==> src/rtl/vram_pkg.sv <==
// vram_pkg: shared state encoding and widths for the VRAM arbiter
package vram_pkg;
  localparam int VRAM_ADDR_W = 13;
  localparam int STALL_CNT_W = 16;
  typedef enum logic [1:0] {IDLE, PEND, CPU_RD, ACK} arb_state_t;
endpackage

==> src/rtl/vid_fetch_pipe.sv <==
// vid_fetch_pipe: fixed two-cycle video fetch pipeline over the registered VRAM
module vid_fetch_pipe (
  input  logic       pixel_clock,
  input  logic       reset,
  input  logic       vid_rd,
  input  logic [7:0] ram_rdata,
  output logic [7:0] vid_data,
  output logic       vid_valid
);
  logic rd_q;
  always_ff @(posedge pixel_clock)
    if (reset) begin
      rd_q      <= 1'b0;
      vid_valid <= 1'b0;
      vid_data  <= '0;
    end else begin
      rd_q      <= vid_rd;
      vid_valid <= rd_q;
      if (rd_q) vid_data <= ram_rdata;
    end
endmodule

==> src/rtl/vram_arbiter.sv <==
// vram_arbiter: shares one VRAM port between video fetch (strict priority) and the CPU
module vram_arbiter
  import vram_pkg::*;
#(
  parameter int ADDR_W       = VRAM_ADDR_W,
  parameter int STARVE_LIMIT = 64
) (
  input  logic                   pixel_clock,
  input  logic                   reset,
  input  logic                   vid_rd,
  input  logic [ADDR_W-1:0]      vid_addr,
  output logic [7:0]             vid_data,
  output logic                   vid_valid,
  input  logic                   cpu_req,
  input  logic                   cpu_we,
  input  logic [ADDR_W-1:0]      cpu_addr,
  input  logic [7:0]             cpu_wdata,
  output logic [7:0]             cpu_rdata,
  output logic                   cpu_ack,
  output logic                   cpu_wait,
  output logic                   cpu_starved,
  output logic [STALL_CNT_W-1:0] stall_cnt,
  output logic [ADDR_W-1:0]      ram_addr,
  output logic                   ram_we,
  output logic [7:0]             ram_wdata,
  input  logic [7:0]             ram_rdata
);
  localparam int SW = $clog2(STARVE_LIMIT + 1);
  localparam logic [SW-1:0] LIM = SW'(STARVE_LIMIT);
  arb_state_t state, state_nxt;
  logic p_we, svc, deny;
  logic [ADDR_W-1:0] p_addr, addr_q;
  logic [7:0] p_wdata;
  logic [SW-1:0] starve;
  always_comb begin
    svc       = state == PEND && !vid_rd;
    deny      = state == PEND && vid_rd;
    state_nxt = state;
    case (state)
      IDLE:    state_nxt = (cpu_req && !cpu_ack) ? PEND : IDLE;
      PEND:    state_nxt = vid_rd ? PEND : p_we ? ACK : CPU_RD;
      CPU_RD:  state_nxt = ACK;
      default: state_nxt = IDLE;
    endcase
  end
  assign cpu_ack     = state == ACK;
  assign cpu_wait    = cpu_req & ~cpu_ack;
  assign cpu_starved = starve == LIM;
  // Writes are masked during reset so an aborted access can never corrupt VRAM.
  assign ram_we      = svc & p_we & ~reset;
  assign ram_wdata   = p_wdata;
  assign ram_addr    = reset ? '0 : vid_rd ? vid_addr : svc ? p_addr : addr_q;
  always_ff @(posedge pixel_clock)
    if (reset) begin
      state     <= IDLE;
      p_we      <= 1'b0;
      p_addr    <= '0;
      p_wdata   <= '0;
      addr_q    <= '0;
      cpu_rdata <= '0;
      starve    <= '0;
      stall_cnt <= '0;
    end else begin
      state  <= state_nxt;
      addr_q <= ram_addr;
      if (state == IDLE && cpu_req) begin
        p_we    <= cpu_we;
        p_addr  <= cpu_addr;
        p_wdata <= cpu_wdata;
      end
      if (state == CPU_RD) cpu_rdata <= ram_rdata;
      if (deny && stall_cnt != '1) stall_cnt <= stall_cnt + STALL_CNT_W'(1);
      starve <= deny ? (starve == LIM ? starve : starve + SW'(1)) : (svc || cpu_ack) ? '0 : starve;
    end
  vid_fetch_pipe u_vid (
    .pixel_clock(pixel_clock),
    .reset      (reset),
    .vid_rd     (vid_rd),
    .ram_rdata  (ram_rdata),
    .vid_data   (vid_data),
    .vid_valid  (vid_valid)
  );
endmodule

==> config.mk <==
export PLATFORM = sky130hd
export DESIGN_NAME = vram_arbiter
export DESIGN_NICKNAME = d
export VERILOG_FILES = /design/src/rtl/vram_pkg.sv /design/src/rtl/vid_fetch_pipe.sv /design/src/rtl/vram_arbiter.sv
export SDC_FILE = /design/constraint.sdc
export NUM_CORES = 1
export LEC_CHECK = 0
export CAP_MARGIN = 30
export CORE_MARGIN = 2
export CORE_UTILIZATION = 40
export DETAILED_ROUTE_END_ITERATION = 7
export HOLD_SLACK_MARGIN = 0.12
export PLACE_DENSITY = 0.66
export SLEW_MARGIN = 20
export SYNTH_ARGS = -nofsm -noshare
export SYNTH_HDL_FRONTEND = slang
export SYNTH_SLANG_ARGS = --single-unit
==> constraint.sdc <==
create_clock -name pixel_clock -period 4.4 [get_ports pixel_clock]
set_input_delay 0.66 -clock pixel_clock [delete_from_list [all_inputs] [get_ports pixel_clock]]
set_output_delay 0.66 -clock pixel_clock [all_outputs]
set_load 0.02 [all_outputs]
Yosys cells after proc, flatten, opt, wreduce, memory -nomap -nowiden
Index checks and enable logic that the tools add are counted.
{ "op_classes": {"add_sub_neg": 2, "bitwise": 5, "reduce_logical": 11, "mux": 10, "n_eq_ne": 6} }
{ "op_table": {"columns": ["op", "n"], "rows": [
  ["13-bit 2-to-1 mux", 3],
  ["7-bit 2-to-1 mux", 3],
  ["16-bit by 1-bit adder with 16-bit output (second input constant)", 1],
  ["16-bit != test (second input constant)", 1],
  ["7-bit by 1-bit adder with 7-bit output (second input constant)", 1],
  ["7-bit == test (second input constant)", 1],
  ["2-bit one-hot mux with 3 select lines", 1],
  ["1-bit logical AND", 5],
  ["2-bit == test (second input constant)", 2],
  ["1-bit bitwise AND", 3],
  ["2-bit by 1-bit == test with 1-bit output (second input constant)", 1],
  ["1-bit zero test", 2],
  ["2-bit zero test", 1],
  ["1-bit 2-to-1 mux", 2],
  ["2-bit 2-to-1 mux", 1],
  ["2-bit != test (second input constant)", 1],
  ["1-bit NOT", 2],
  ["2-bit AND reduction", 1],
  ["2-bit nonzero test", 1],
  ["1-bit logical OR", 1]
]} }
{ "word_totals": {"out_inout_bits": 58, "input_bits": 47, "regBits": 78, "word_cells": 45} }

Depth between registers and ports, before layout
{ "logic_depth": {"depth_word": 5, "depth_mapped": 7, "depth_no_buf": 6} }

By module
Synthesis repeated with hierarchy kept, for this count alone.
{ "hier_totals": {"hier_cells": 393, "area_unflattened_um2": 3384.5} }
{ "by_module_without_submodules": {"columns": ["module", "area_each_um2", "n_inst", "seq_area_each_um2", "cells_each"], "rows": [
  ["vram_arbiter", 3045.4, 1, 1361.3, 363],
  ["vid_fetch_pipe", 339.1, 1, 200.2, 30]
]} }

Worst setup path after synthesis
No wires, ideal clock.
{ "synth_path": {"path_kind": "input -> output", "startpoint": "input vid_rd", "endpoint": "output ram_addr[10]", "slack_ps": 2009, "cell_stages": 5, "path_buffers": 2, "required_time_ps": 3740, "t_arrival_ps": 1731, "path_cell_list": "buf_2 > inv_1 > clkbuf_1 > nand2_1 > a21oi_1"} }
{ "synth_between": {"elab_chain_cells": 5} }
{ "synth_rtl": {"columns": ["item", "line", "rtl"], "rows": [
  ["start, declared", "vram_arbiter.sv:10", "input logic vid_rd,"],
  ["1-bit zero test", "vram_arbiter.sv:36", "svc = state == PEND && !vid_rd;"],
  ["1-bit logical AND", "vram_arbiter.sv:36", null],
  ["13-bit 2-to-1 mux", "vram_arbiter.sv:52", "assign ram_addr = reset ? '0 : vid_rd ? vid_addr : svc ? p_addr : addr_q;"],
  ["13-bit 2-to-1 mux (*) (2 in a row)", "vram_arbiter.sv:52", null],
  ["end, declared", "vram_arbiter.sv:23", "output logic [ADDR_W-1:0] ram_addr,"]
]} }
Every way passes the cells marked *; elsewhere a longest branch is shown, timed or not.

Worst setup path in the final report
{ "layout_path": {"startpoint": "register state[0]", "endpoint": "output ram_addr[10]"} }
{ "layout_between": {"elab_chain_cells": 5} }
{ "layout_rtl": {"columns": ["item", "line", "rtl"], "rows": [
  ["start, declared", "vram_arbiter.sv:30", "arb_state_t state, state_nxt;"],
  ["start signal, assigned", "vram_arbiter.sv:64", "state <= state_nxt;"],
  ["2-bit by 1-bit == test with 1-bit output", "vram_arbiter.sv:36", null],
  ["1-bit logical AND", "vram_arbiter.sv:36", null],
  ["13-bit 2-to-1 mux (3 in a row)", "vram_arbiter.sv:52", null]
]} }
Every way passes these cells.

==> results.json <==
{
  "outcome": "complete, no violations",
  "tightest_slew_ns": 0.790,
  "drt_wl_total_um": 8860,
  "synth_cell_types": 49,
  "drv_cap": 0,
  "synth-seq-cells": 78,
  "slew_headroom_pct": 47.3,
  "multi_input_area_um2": 1760,
  "post_cts_buffers": 0,
  "top_usage_layer": "met2",
  "ys_async_sr_fraction_pct": 0,
  "place_hpwl_um": 6300,
  "tns_ns": 0,
  "slowest_stage": "clkdlybuf4s50_1",
  "place.gp.congestion": 0.794,
  "start_util_pct": 41.6,
  "area_growth_pct": 36.9,
  "cts_buffers": 9,
  "leakage_uw": 0.00168,
  "synth_edf_count": 0,
  "route.detailed.drc": 0,
  "grt_setup_unrepaired": "no",
  "slew_violations": 0,
  "drive_above_1_share_pct": 8.72,
  "met1_usage_pct": 23.0,
  "grt_pass1_wl_um": 14600,
  "required_ns": 3.74,
  "worstSetupStartpointType": "register",
  "timing.rr.start": "stall_cnt[5]",
  "max_freq_ghz": 0.292,
  "hold_class": "reg -> reg",
  "grt_usage_pct": 18.8,
  "ioPinCount": 105,
  "core.rowCount": 33,
  "cts_buffer_depth": 2,
  "hp-start": "p_addr[10]",
  "synthTopCellsByArea": "dfxtp_1 (45%), nand2_1 (10%), a21oi_1 (9.6%)",
  "yosysTopAreaCell": "dfxtp_1",
  "cts_resized": 0,
  "syn_area_per_cell_um2": 8.26,
  "final.setup_skew_ns": 0.00934,
  "peakVddDrop_mv": 0.143,
  "diodes": 0,
  "drt_iter0_drc": 112,
  "yosysWarnings": 0,
  "regArea_um2": 1560,
  "cts.hold.buffers_added": 0,
  "timing.final.crit_share_pct": 77.8,
  "cpPeakStageDelay_ns": 0.62,
  "cts_tree": "done",
  "chipWidth_um": 96.9,
  "wl_per_cell_um": 14.3,
  "netlist_instances": 418,
  "arrival_ns": 2.76,
  "via_count": 3193,
  "nNetsFinal": 561,
  "synth_top_area_share_pct": 45.3,
  "total_power_uw": 1520,
  "clkSinkCount": 78,
  "cp-end-kind": "output pin",
  "die_h_um": 96.9,
  "overflow": 0,
  "final_common_cell": "clkdlybuf4s50_1",
  "clkLatencyLatePin_ns": 0.35,
  "setup_viol": 0,
  "avgViaCountPerCell": 5.14,
  "mostFrequentLayoutCells": "clkdlybuf4s50_1 (103), nand2_1 (93), dfxtp_1 (78), a21oi_1 (66), nor2_1 (33)",
  "gr-usage-met2_pct": 30.9,
  "drtPass1Iterations": 4,
  "grt_pass1_vias": 3061,
  "yosysSeqAreaShare_pct": 45.3,
  "powerDensity_nw_per_um2": 321,
  "min_period_ns": 3.42,
  "cts-root-buf": "clkbuf_8",
  "cp_max_fo": 16,
  "met3_usage_pct": 5.78,
  "path_cells": "nand2b_1 -> mux2_2 -> nand2_1 -> a21oi_1 -> clkdlybuf4s50_1",
  "finalHoldViolations": 0,
  "n_fill_cell": 759,
  "ant_nets": 0,
  "syn_nets": 468,
  "core_um2": 8300,
  "yosys_most_used_dff": "dfxtp_1",
  "antenna_found_initial": 0,
  "grt_max_degree": 50,
  "numPortBuffers": 104,
  "synth.cell_area_um2": 3450,
  "cts.clk_slew.worst_paths_ns": 0.08,
  "critPathLaunch": "state[0]",
  "path_class": "reg -> out",
  "cts.htree.levels": 3,
  "die-area_um2": 9390
}
==> metal layers <==
layer / part of all wire [%] / vias up
li1: - / 1622
met1: 44 / 1480
met2: 48 / 80
met3: 6.3 / 11
met4: 1.4 / 0
met5: 0 / -
==> synthesized netlist by cell type, types with 2 or more instances <==
| cell | count |
|---|---|
| a21oi_1 | 66 |
| a31oi_1 | 3 |
| and3_1 | 3 |
| and3b_1 | 2 |
| buf_2 | 5 |
| clkbuf_1 | 18 |
| dfxtp_1 | 78 |
| ha_1 | 3 |
| inv_1 | 5 |
| mux2_2 | 16 |
| mux2i_1 | 11 |
| nand2_1 | 93 |
| nand2b_1 | 6 |
| nand3_1 | 4 |
| nand3_2 | 2 |
| nand3b_1 | 2 |
| nand4_1 | 7 |
| nor2_1 | 33 |
| nor2b_1 | 7 |
| nor3_1 | 11 |
| nor4_1 | 3 |
| o21ai_0 | 7 |
| or3_1 | 2 |
| or3_4 | 2 |
| or4_1 | 5 |
==> layout make-up <==
cell class / instances / area share (%)
clock buffers: 11 / 2.78
clock inverters: 5 / 1.25
inverters: 5 / 0.397
multi-input cells: 309 / 37.2
flip-flops and latches: 78 / 33.1
well taps: 105 / 2.78
repair buffers: 108 / 22.6
==> power breakdown <==
part,switching (uW),internal [uW]
registers,20.3,736
clock network,265,264
logic,116,115
total,402,1110
==> sequential cells by signal, indices dropped and copies added (netlist names) <==
register         flops
cpu_rdata            8
p_we                 1
stall_cnt           16
starve               7
p_addr              13
addr_q              13
u_vid.vid_valid      1
u_vid.rd_q           1
u_vid.vid_data       8
ram_wdata            8
state                2
==> critical path: cells and delay by family, from the launching register on <==
kind                   cells  cell delay, ns
AO/OA/AOI/OAI              1            0.19
buffers and inverters      1            0.62
flip-flops                 1            0.61
multiplexers               1            0.39
AND/OR/NAND/NOR            2            0.61
==> logic make-up (layout without fill, tap and decap cells) <==
| kind of cell | after synthesis | after routing | synth area share (%) |
|---|---|---|---|
| compound gates | 87 | 87 | 14.3 |
| mux | 27 | 27 | 8.41 |
| simple gates | 192 | 192 | 27.1 |
| fa+ha+maj | 3 | 3 | 1.09 |
| flops | 78 | 78 | 45.3 |
| buf+inv | 31 | 129 | 3.88 |
==> through the flow <==
| step | utilization [%] | std cells | worst slack, ns | hold slack, ns | area (um^2) |
|---|---|---|---|---|---|
| global route | 56.9 | 621 | 0.771 | 0.473 | 4720 |
| detailed placement | 54.6 | 605 | 1.07 | 0.446 | 4530 |
| floorplan | - | 418 | 2.01 | 0.434 | 3450 |
| CTS | 56.9 | 621 | 0.923 | 0.457 | 4720 |
| finish | 56.9 | 621 | 0.978 | 0.454 | 4720 |
| global placement | 54.6 | 605 | 1.12 | 0.441 | 4530 |
==> worst paths after layout <==
| check | endpoint | slack [ns] | cells past startpoint |
|---|---|---|---|
| setup / recovery | ram_addr[10] | 0.98 | 5 |
| hold / removal | p_addr[10] | 0.45 | 2 |
| setup reg to reg | stall_cnt[15] | 2.43 | 4 |
| hold reg to reg | p_addr[10] | 0.45 | 2 |
No activity file was read; power rests on OpenSTA's default activity.
